File: config.mk
export PLATFORM = sky130hd
export DESIGN_NAME = aes_ctr_sched
export DESIGN_NICKNAME = d
export VERILOG_FILES = /design/src/rtl/aes_ctr_sched.sv
export SDC_FILE = /design/constraint.sdc
export NUM_CORES = 1
export LEC_CHECK = 0
export CORE_MARGIN = 5
export CORE_UTILIZATION = 49
export DETAILED_ROUTE_END_ITERATION = 8
export GPL_ROUTABILITY_DRIVEN = 0
export PLACE_DENSITY_LB_ADDON = 0.2
export SETUP_SLACK_MARGIN = 0.4
export SLEW_MARGIN = 5
export SYNTH_ARGS = -nofsm -noshare
export SYNTH_HDL_FRONTEND = slang
export SYNTH_SLANG_ARGS = --single-unit
File: constraint.sdc
create_clock -name clk_i -period 3.55 [get_ports clk_i]
set_input_delay 1.065 -clock clk_i [delete_from_list [all_inputs] [get_ports clk_i]]
set_output_delay 1.065 -clock clk_i [all_outputs]
set_load 0.03 [all_outputs]
File: src/rtl/aes_ctr_sched.sv
// AES CTR-mode block scheduler: one counter increment and one cipher-core handoff per block.
// Optional watchdog on the WAIT state is compiled in with AES_CTR_SCHED_WDOG_EN.
module aes_ctr_sched #(
  parameter int NumBlocksW    = 16,
  parameter int TimeoutCycles = 64
) (
  input  logic                  clk_i,
  input  logic                  rst_i,
  input  logic                  start_i,
  input  logic [NumBlocksW-1:0] num_blocks_i,
  input  logic                  abort_i,
  output logic                  busy_o,
  output logic                  done_o,
  output logic                  err_o,
  output logic                  incr_o,
  input  logic                  ctr_ready_i,
  input  logic                  ctr_alert_i,
  output logic                  blk_valid_o,
  input  logic                  blk_ready_i,
  output logic [NumBlocksW-1:0] blk_idx_o
);

  typedef enum logic [2:0] {
    ST_IDLE    = 3'd0,
    ST_REQ     = 3'd1,
    ST_WAIT    = 3'd2,
    ST_PRESENT = 3'd3,
    ST_ERROR   = 3'd4
  } state_e;

  state_e                state_q, state_d;
  logic [NumBlocksW-1:0] remaining_q, remaining_d;
  logic [NumBlocksW-1:0] idx_q, idx_d;
  logic                  abort_pend_q, abort_pend_d;
  logic                  done_q, done_d;

`ifdef AES_CTR_SCHED_WDOG_EN
  localparam int WdogW = $clog2(TimeoutCycles + 1);
  logic [WdogW-1:0] wdog_q, wdog_d;

  // Watchdog counter register
  always_ff @(posedge clk_i or posedge rst_i) begin
    if (rst_i) begin
      wdog_q <= '0;
    end else begin
      wdog_q <= wdog_d;
    end
  end
`else
  if (TimeoutCycles < 2) begin : g_timeout_unused
  end
`endif

  // Scheduler state and bookkeeping registers
  always_ff @(posedge clk_i or posedge rst_i) begin
    if (rst_i) begin
      state_q      <= ST_IDLE;
      remaining_q  <= '0;
      idx_q        <= '0;
      abort_pend_q <= 1'b0;
      done_q       <= 1'b0;
    end else begin
      state_q      <= state_d;
      remaining_q  <= remaining_d;
      idx_q        <= idx_d;
      abort_pend_q <= abort_pend_d;
      done_q       <= done_d;
    end
  end

  // Next-state logic; alert overrides every other event
  always_comb begin
    state_d      = state_q;
    remaining_d  = remaining_q;
    idx_d        = idx_q;
    abort_pend_d = abort_pend_q;
    done_d       = 1'b0;
`ifdef AES_CTR_SCHED_WDOG_EN
    wdog_d       = wdog_q;
`endif
    if (ctr_alert_i) begin
      state_d = ST_ERROR;
    end else begin
      case (state_q)
        ST_IDLE: begin
          if (start_i) begin
            if (num_blocks_i != '0) begin
              remaining_d = num_blocks_i;
              idx_d       = '0;
              state_d     = ST_REQ;
            end else begin
              done_d = 1'b1;
            end
          end else begin
            state_d = ST_IDLE;
          end
        end
        ST_REQ: begin
          if (abort_i) begin
            state_d = ST_IDLE;
          end else if (ctr_ready_i) begin
            state_d = ST_WAIT;
`ifdef AES_CTR_SCHED_WDOG_EN
            wdog_d  = '0;
`endif
          end else begin
            state_d = ST_REQ;
          end
        end
        ST_WAIT: begin
          // An abort here is only honoured once the counter FSM is back to idle
          if (ctr_ready_i) begin
            if (abort_pend_q || abort_i) begin
              state_d = ST_IDLE;
            end else begin
              state_d = ST_PRESENT;
            end
          end else begin
            if (abort_i) begin
              abort_pend_d = 1'b1;
            end else begin
              abort_pend_d = abort_pend_q;
            end
`ifdef AES_CTR_SCHED_WDOG_EN
            if (wdog_q == WdogW'(TimeoutCycles)) begin
              state_d = ST_ERROR;
            end else begin
              wdog_d = wdog_q + WdogW'(1);
            end
`endif
          end
        end
        ST_PRESENT: begin
          if (abort_i) begin
            state_d = ST_IDLE;
          end else if (blk_ready_i) begin
            if (remaining_q == NumBlocksW'(1)) begin
              done_d  = 1'b1;
              state_d = ST_IDLE;
            end else begin
              remaining_d = remaining_q - NumBlocksW'(1);
              idx_d       = idx_q + NumBlocksW'(1);
              state_d     = ST_REQ;
            end
          end else begin
            state_d = ST_PRESENT;
          end
        end
        ST_ERROR: begin
          state_d = ST_ERROR;
        end
        default: begin
          state_d = ST_ERROR;
        end
      endcase
    end
    if (state_d == ST_IDLE) begin
      abort_pend_d = 1'b0;
    end else begin
      abort_pend_d = abort_pend_d;
    end
  end

  assign busy_o      = (state_q == ST_REQ) || (state_q == ST_WAIT) || (state_q == ST_PRESENT);
  assign done_o      = done_q;
  assign err_o       = (state_q == ST_ERROR);
  assign incr_o      = (state_q == ST_REQ);
  assign blk_valid_o = (state_q == ST_PRESENT);
  assign blk_idx_o   = idx_q;

endmodule
==> impl_metrics.tcl, run 1 <==
set metrics [dict create \
    drt_first_pass_iters 5 \
    leakagePower_nw 1.184 \
    die-area_mm2 0.006580 \
    dieHeight_um 81.12 \
    irDropWorstVdd_mv 0.2146 \
    outcome "complete, no violations" \
    ios 44 \
    num_antenna_cells 0 \
    slowest_delay_ps 480 \
    drive_gt1_share_pct 8.735 \
    sw_frac_of_total_pct 29.06 \
    seqPwrFrac_pct 52.4 \
    holdPathStages 2 \
    synth_seq_cells 37 \
    crit_required_ps 3760 \
    rsz0062_at_grt "false" \
    clk_latency_ps 290 \
    first_iter_violations 429 \
    grt_max_degree 38 \
    antenna_found_initial 0 \
    ff2ff_setup_slack_ps 930 \
    min_to "remaining_q[8]" \
    rows 25 \
    ys.flop_type "dfrtp_1" \
    wl_per_cell_um 18.11 \
    worstSetupPathType "input port to flop" \
    grt_overflow 0 \
    via_per_inst 6.689 \
    placed_cell_area_mm2 0.002984 \
    cts_buffer_depth 2 \
    synth_edf_count 0 \
    cts_tree "built" \
    final_cells 399 \
    cp-end-kind "flop" \
    p_switching_mw 0.2642 \
    tightest_slew_ps 902.6 \
    postSynthAreaPerCell_um2 8.577 \
    syn-num-nets 315 \
    synth_area_mm2 0.002479 \
    htreeDepth 2 \
    synth_cells 289 \
    synth_cell_types 57 \
    areaGrowthSynthToFinish_pct 23.52 \
    yosys.area_share.xor_xnor_pct 0 \
    synth_compound_area_share_pct 28.02 \
    grt_pass1_wl_um 11610 \
    maxCapViolCount 0 \
    hp-start "remaining_q[8]" \
    grt_pass1_vias 2397 \
    crit_fanout 17 \
    hold_ws_ps 537.3 \
    io_buffers 43 \
    synthMuxAreaShare_pct 0 \
    cp.buffers_inverters 2 \
    cts-root-buf "clkbuf_8" \
    via_count 2669 \
    fin_crit_ps 3006 \
    core_mm2 0.004817 \
    synthAdderAreaFrac_pct 1.514 \
    maxSlewHeadroom_pct 39.83 \
    fin_util_pct 63.56 \
    finalSetupViolCount 0 \
    placed_cells 393 \
    cts_buffers 5 \
    design_area_mm2 0.003062 \
    cp_slowest_cell "nor4_1" \
    wirelength_um 7224 \
    ant_nets 0 \
    synthSimpleGateAreaFrac_pct 28.37 \
    slew_viol_final 0 \
    intPower_mw 0.6448 \
    cp-start-kind "input port" \
    path_cells "clkdlybuf4s50_1, nor4_1, nand4_1, o21ai_2, buf_4, nor2_1, a21oi_1" \
    skew_ps 3.884 \
    r2r_start "remaining_q[7]" \
    path_clk_slew_ps 70 \
    yosysSeqAreaShare_pct 37.35 \
    setup_tns_ps 0 \
    cp.arrival_ps 3210 \
    synth_top_family_by_area "simple AND/OR/NAND/NOR gates" \
    fin_crit_sh_pct 84.67 \
    setup.worst_path.start "num_blocks_i[10]" \
    critPathTopFamily "simple AND/OR/NAND/NOR gates" \
    dp_hpwl_um 5181 \
    start_util_pct 51.45 \
    hold_viol_final 0 \
    max_freq_mhz 332.7 \
    power_per_cell_area_mw_per_mm2 296.9 \
    layout.nets 359 \
    grtUsageTotal_pct 22.71 \
    die_w_um 81.12 \
    yosys_warnings 0 \
    power.share.clock_pct 30.4 \
    ctsHoldBuffers 0 \
    comb_power_share_pct 17.2 \
    rr_endpoint "remaining_q[11]" \
    hold_class "flop to flop" \
    drc 0 \
    rr_worst_depth 5 \
    async_flop_share_pct 100.0 \
    numClockSinks 37 \
]
routing by layer:
metal	vias to the layer above	GRT usage, %	routed length (µm)
met5	-	0	0
met4	0	5.912	114
met3	19	4.656	678
met2	168	34.48	3219
met1	1259	32.91	3212
li1	1223	-	-
tightest hold or removal path, delay by kind of cell, from the launching register on:
family | cells | cell delay [ps]
DFF | 1 | 360
AOI/OAI and AO/OA | 2 | 140
worst max-delay path by stage:
stage / to / slack [ps] / depth (start not counted)
6_report: blk_idx_o[11] / 540 / 7
5_1_grt: blk_idx_o[10] / 510 / 7
4_1_cts: blk_idx_o[0] / 500 / 6
3_5_place_dp: blk_idx_o[0] / 210 / 6
3_3_place_gp: blk_idx_o[7] / 260 / 7
2_1_floorplan: remaining_q[2] / 1080 / 7
placed cells by master (no fill, tap or decap), drive strengths merged, types with 5 or more instances in the layout:
master and count:
clkdlybuf4s50 43, or3 7, nor3 9, clkbuf 5, nand4 9, nor4 12, o21ai 14, nor2 27
o31ai 13, or4 9, nand2 17, dfrtp 37, buf 10, nand3 10, a21oi 24, inv 9
cells in the mapped netlist, types with 3 or more instances:
library cell / instances / share of area, %
buf_2: 4 / 0.81
nor2_1: 27 / 4.1
nor3_1: 8 / 1.6
and3_1: 3 / 0.76
ha_1: 3 / 1.5
o31ai_1: 13 / 3.9
o21ai_0: 11 / 2.2
nand2_1: 17 / 2.6
o311ai_0: 3 / 1.1
a41oi_1: 3 / 1.1
dfrtp_1: 37 / 37
nand4_1: 9 / 2.3
a2bb2oi_1: 4 / 1.4
inv_1: 8 / 1.2
a31oi_1: 4 / 1.0
nor4_1: 11 / 2.8
o31a_1: 4 / 1.4
o22ai_1: 4 / 1.0
a22oi_1: 3 / 0.91
clkbuf_1: 7 / 1.1
a21oi_1: 24 / 4.8
or4_1: 9 / 2.7
or3_1: 7 / 1.8
o21a_1: 4 / 1.2
a21o_1: 3 / 0.91
nand3_1: 10 / 2.0
clkbuf_2: 3 / 0.61
what timing repair did:
action                                  CTS  global route
gates resized for setup                   0             1
buffers inserted                          0             0
hold endpoints to repair                  0             0
endpoints found under the setup margin    0             4
power by group through the flow:
stage / logic (mW) / clock network (mW) / registers [mW]
2_1_floorplan: 0.0798 / 0 / 0.485
3_3_place_gp: 0.152 / 0 / 0.481
3_5_place_dp: 0.153 / 0 / 0.483
4_1_cts: 0.154 / 0.282 / 0.475
5_1_grt: 0.170 / 0.298 / 0.479
6_report: 0.156 / 0.276 / 0.477
area by class of cell:
| cell class | count | area (µm²) |
|---|---|---|
| inverter | 9 | 33.78 |
| multi-input combinational | 227 | 1439 |
| tap | 67 | 83.83 |
| fill | 441 | 1755 |
| timing repair buffer | 53 | 505.5 |
| clock buffer | 5 | 68.82 |
| sequential | 37 | 925.9 |
| clock inverter | 1 | 5.005 |
registers in the layout (all words and copies together), names as in the netlist:
register / flops
remaining_q: 16
done_o: 1
abort_pend_q: 1
blk_idx_o: 16
state_q: 3
logic make-up after synthesis:
group | count (synthesis)
buffers and inverters | 25
adders and majority gates | 3
and+or+nand+nor | 123
AOI/OAI and AO/OA | 101
DFF | 37
stage by stage:
stage,worst slack [ps],total power [mW]
final,544.4,0.9090
after global routing,508.9,0.9469
after CTS,504.8,0.9105
after detailed placement,210.4,0.6356
after global placement,262.5,0.6328
after floorplan,1083,0.5644
Note: power is estimated with default switching activity, not from simulation.
==> inputs of run 2 (changes only) <==
--- a/config.mk
+++ b/config.mk
@@ -6,7 +6,7 @@
 export NUM_CORES = 1
 export LEC_CHECK = 0
 export CORE_MARGIN = 5
-export CORE_UTILIZATION = 49
+export CORE_UTILIZATION = 48
 export DETAILED_ROUTE_END_ITERATION = 8
 export GPL_ROUTABILITY_DRIVEN = 0
 export PLACE_DENSITY_LB_ADDON = 0.2
==> constraint.sdc (replaced) <==
create_clock -name clk_i -period 2.55 [get_ports clk_i]
set_input_delay 0.765 -clock clk_i [delete_from_list [all_inputs] [get_ports clk_i]]
set_output_delay 0.765 -clock clk_i [all_outputs]
set_load 0.03 [all_outputs]
==> run 2 against run 1 <==
  * Largest cell class unchanged
  * Critical path depth up 3
  * Count of clock-buffer cells in the layout unchanged
  * Worst setup slack lost 350 ps
  * Hold slack better by 36 ps
==> impl_metrics.tcl, run 2 (synthesis results as in run 1) <==
set metrics [dict create \
    cp-start-kind "input port" \
    cts_tree "built" \
    finalSetupViolCount 0 \
    outcome "complete, no violations" \
    first_iter_violations 325 \
    tightest_slew_ps 586.4 \
    wl_per_cell_um 19.82 \
    drc 0 \
    slew_viol_final 0 \
    via_per_inst 6.500 \
    layout_commonest_cell "buf_4" \
    dieHeight_um 81.86 \
    dp_hpwl_um 5641 \
    cts_buffers 5 \
    total_power_mw 1.301 \
    cts-root-buf "clkbuf_8" \
    fin_crit_sh_pct 92.29 \
    areaGrowthSynthToFinish_pct 48.36 \
    path_clk_slew_ps 70 \
    num_antenna_cells 0 \
    antenna_found_initial 0 \
    crit_required_ps 2740 \
    grt_pass1_wl_um 13080 \
    fin_crit_ps 2353 \
    layout.nets 413 \
    numClockSinks 37 \
    grt_overflow 0 \
    cp.arrival_ps 2550 \
    power_per_cell_area_mw_per_mm2 353.7 \
    ios 44 \
    grtUsageTotal_pct 25.43 \
    clk_latency_ps 300 \
    maxSlewHeadroom_pct 60.61 \
    hold_class "flop to flop" \
    ant_nets 0 \
    drive_gt1_share_pct 32.64 \
    core_mm2 0.005075 \
    setup.worst_path.start "num_blocks_i[0]" \
    r2r_start "state_q[2]" \
    maxCapViolCount 0 \
    placed_cell_area_mm2 0.003166 \
    grt_max_degree 38 \
    max_freq_mhz 424.9 \
    via_count 2964 \
    design_area_mm2 0.003677 \
    grt_pass1_vias 2667 \
    worstSetupPathType "input port to flop" \
    rows 26 \
    start_util_pct 48.84 \
    final_cells 456 \
    wirelength_um 9037 \
    rsz0062_at_grt "true" \
    htreeDepth 2 \
    irDropWorstVdd_mv 0.2932 \
    die_w_um 81.86 \
    hold_viol_final 0 \
    leakagePower_nw 1.607 \
    placed_cells 420 \
    setup_ws_ps 196.7 \
    skew_ps 12.28 \
    cp-end-kind "flop" \
    io_buffers 43 \
    most-common-layout-cells "buf_4, dfrtp_1, nor2_1, a21oi_1, dlygate4sd2_1" \
    die-area_mm2 0.006701 \
    ctsHoldBuffers 0 \
    drt_first_pass_iters 5 \
    hp-start "remaining_q[15]" \
    crit_fanout 2 \
    dpl_worst_slack_ps -289.2 \
    cts_buffer_depth 2 \
    hold_ws_ps 572.9 \
]
-- run 2: power breakdown --
part	switching [mW]	internal [mW]
clock network	0.206	0.180
logic	0.139	0.111
registers	0.0472	0.617
total	0.392	0.909
-- run 2: worst max-delay path, stage by stage --
cell and delay, ps:
buf_8 100, nor4_4 260, buf_4 160, nand4_1 210, buf_4 220, buf_6 110
buf_6 110, o211ai_1 230, o21ai_1 150, a21oi_1 230
-- run 2: path summary, 6_finish.rpt --
kind                                        end  slack, ps  depth (start not counted)
worst max-delay path              blk_idx_o[14]        200                         10
worst min-delay path            remaining_q[15]        570                          1
worst max register to register     blk_idx_o[4]        460                          9
worst min register to register  remaining_q[15]        570                          1
max in group asynchronous            state_q[1]       1280                          3
min in group asynchronous          blk_idx_o[7]        880                          3
-- run 2: area by class of cell --
| class | count | area, µm² |
|---|---|---|
| multi-input cells | 228 | 1623 |
| fillers | 384 | 1398 |
| flip-flops and latches | 37 | 929.6 |
| repair buffers | 106 | 929.6 |
| well taps | 70 | 87.58 |
| clock buffers | 5 | 68.82 |
| inverters | 9 | 33.78 |
| clock inverters | 1 | 5.005 |
-- run 2: timing repair --
| action | 4_1_cts | 5_1_grt |
|---|---|---|
| setup endpoints to repair | 51 | 40 |
| gates resized for setup | 85 | 58 |
| pin swaps | 21 | 17 |
| setup buffers | 14 | 14 |
| cloned | 0 | 2 |
-- run 2: per-stage QoR --
step,setup TNS [ps],util (%)
2_1_floorplan,0,-
3_3_place_gp,-3420,62.38
3_5_place_dp,-5281,62.38
4_1_cts,0,67.21
5_1_grt,0,72.46
6_report,0,72.46
-- run 2: metal layers --
| layer | part of all wire [%] | vias up | track usage, % | wire length [µm] |
|---|---|---|---|---|
| met5 | 0 | - | 0 | 0 |
| met4 | 2.4 | 0 | 9.635 | 217 |
| met3 | 7.4 | 20 | 3.947 | 672 |
| met2 | 49 | 174 | 40.63 | 4460 |
| met1 | 41 | 1434 | 34.57 | 3687 |
| li1 | - | 1336 | - | - |
==> inputs of run 3 (changes only) <==
--- a/config.mk
+++ b/config.mk
@@ -5,6 +5,7 @@
 export SDC_FILE = /design/constraint.sdc
 export NUM_CORES = 1
 export LEC_CHECK = 0
+export CAP_MARGIN = 20
 export CORE_MARGIN = 5
 export CORE_UTILIZATION = 48
 export DETAILED_ROUTE_END_ITERATION = 8
==> results of run 3 <==
Same layout as run 2: the final DEF is identical, and so are final timing and power.
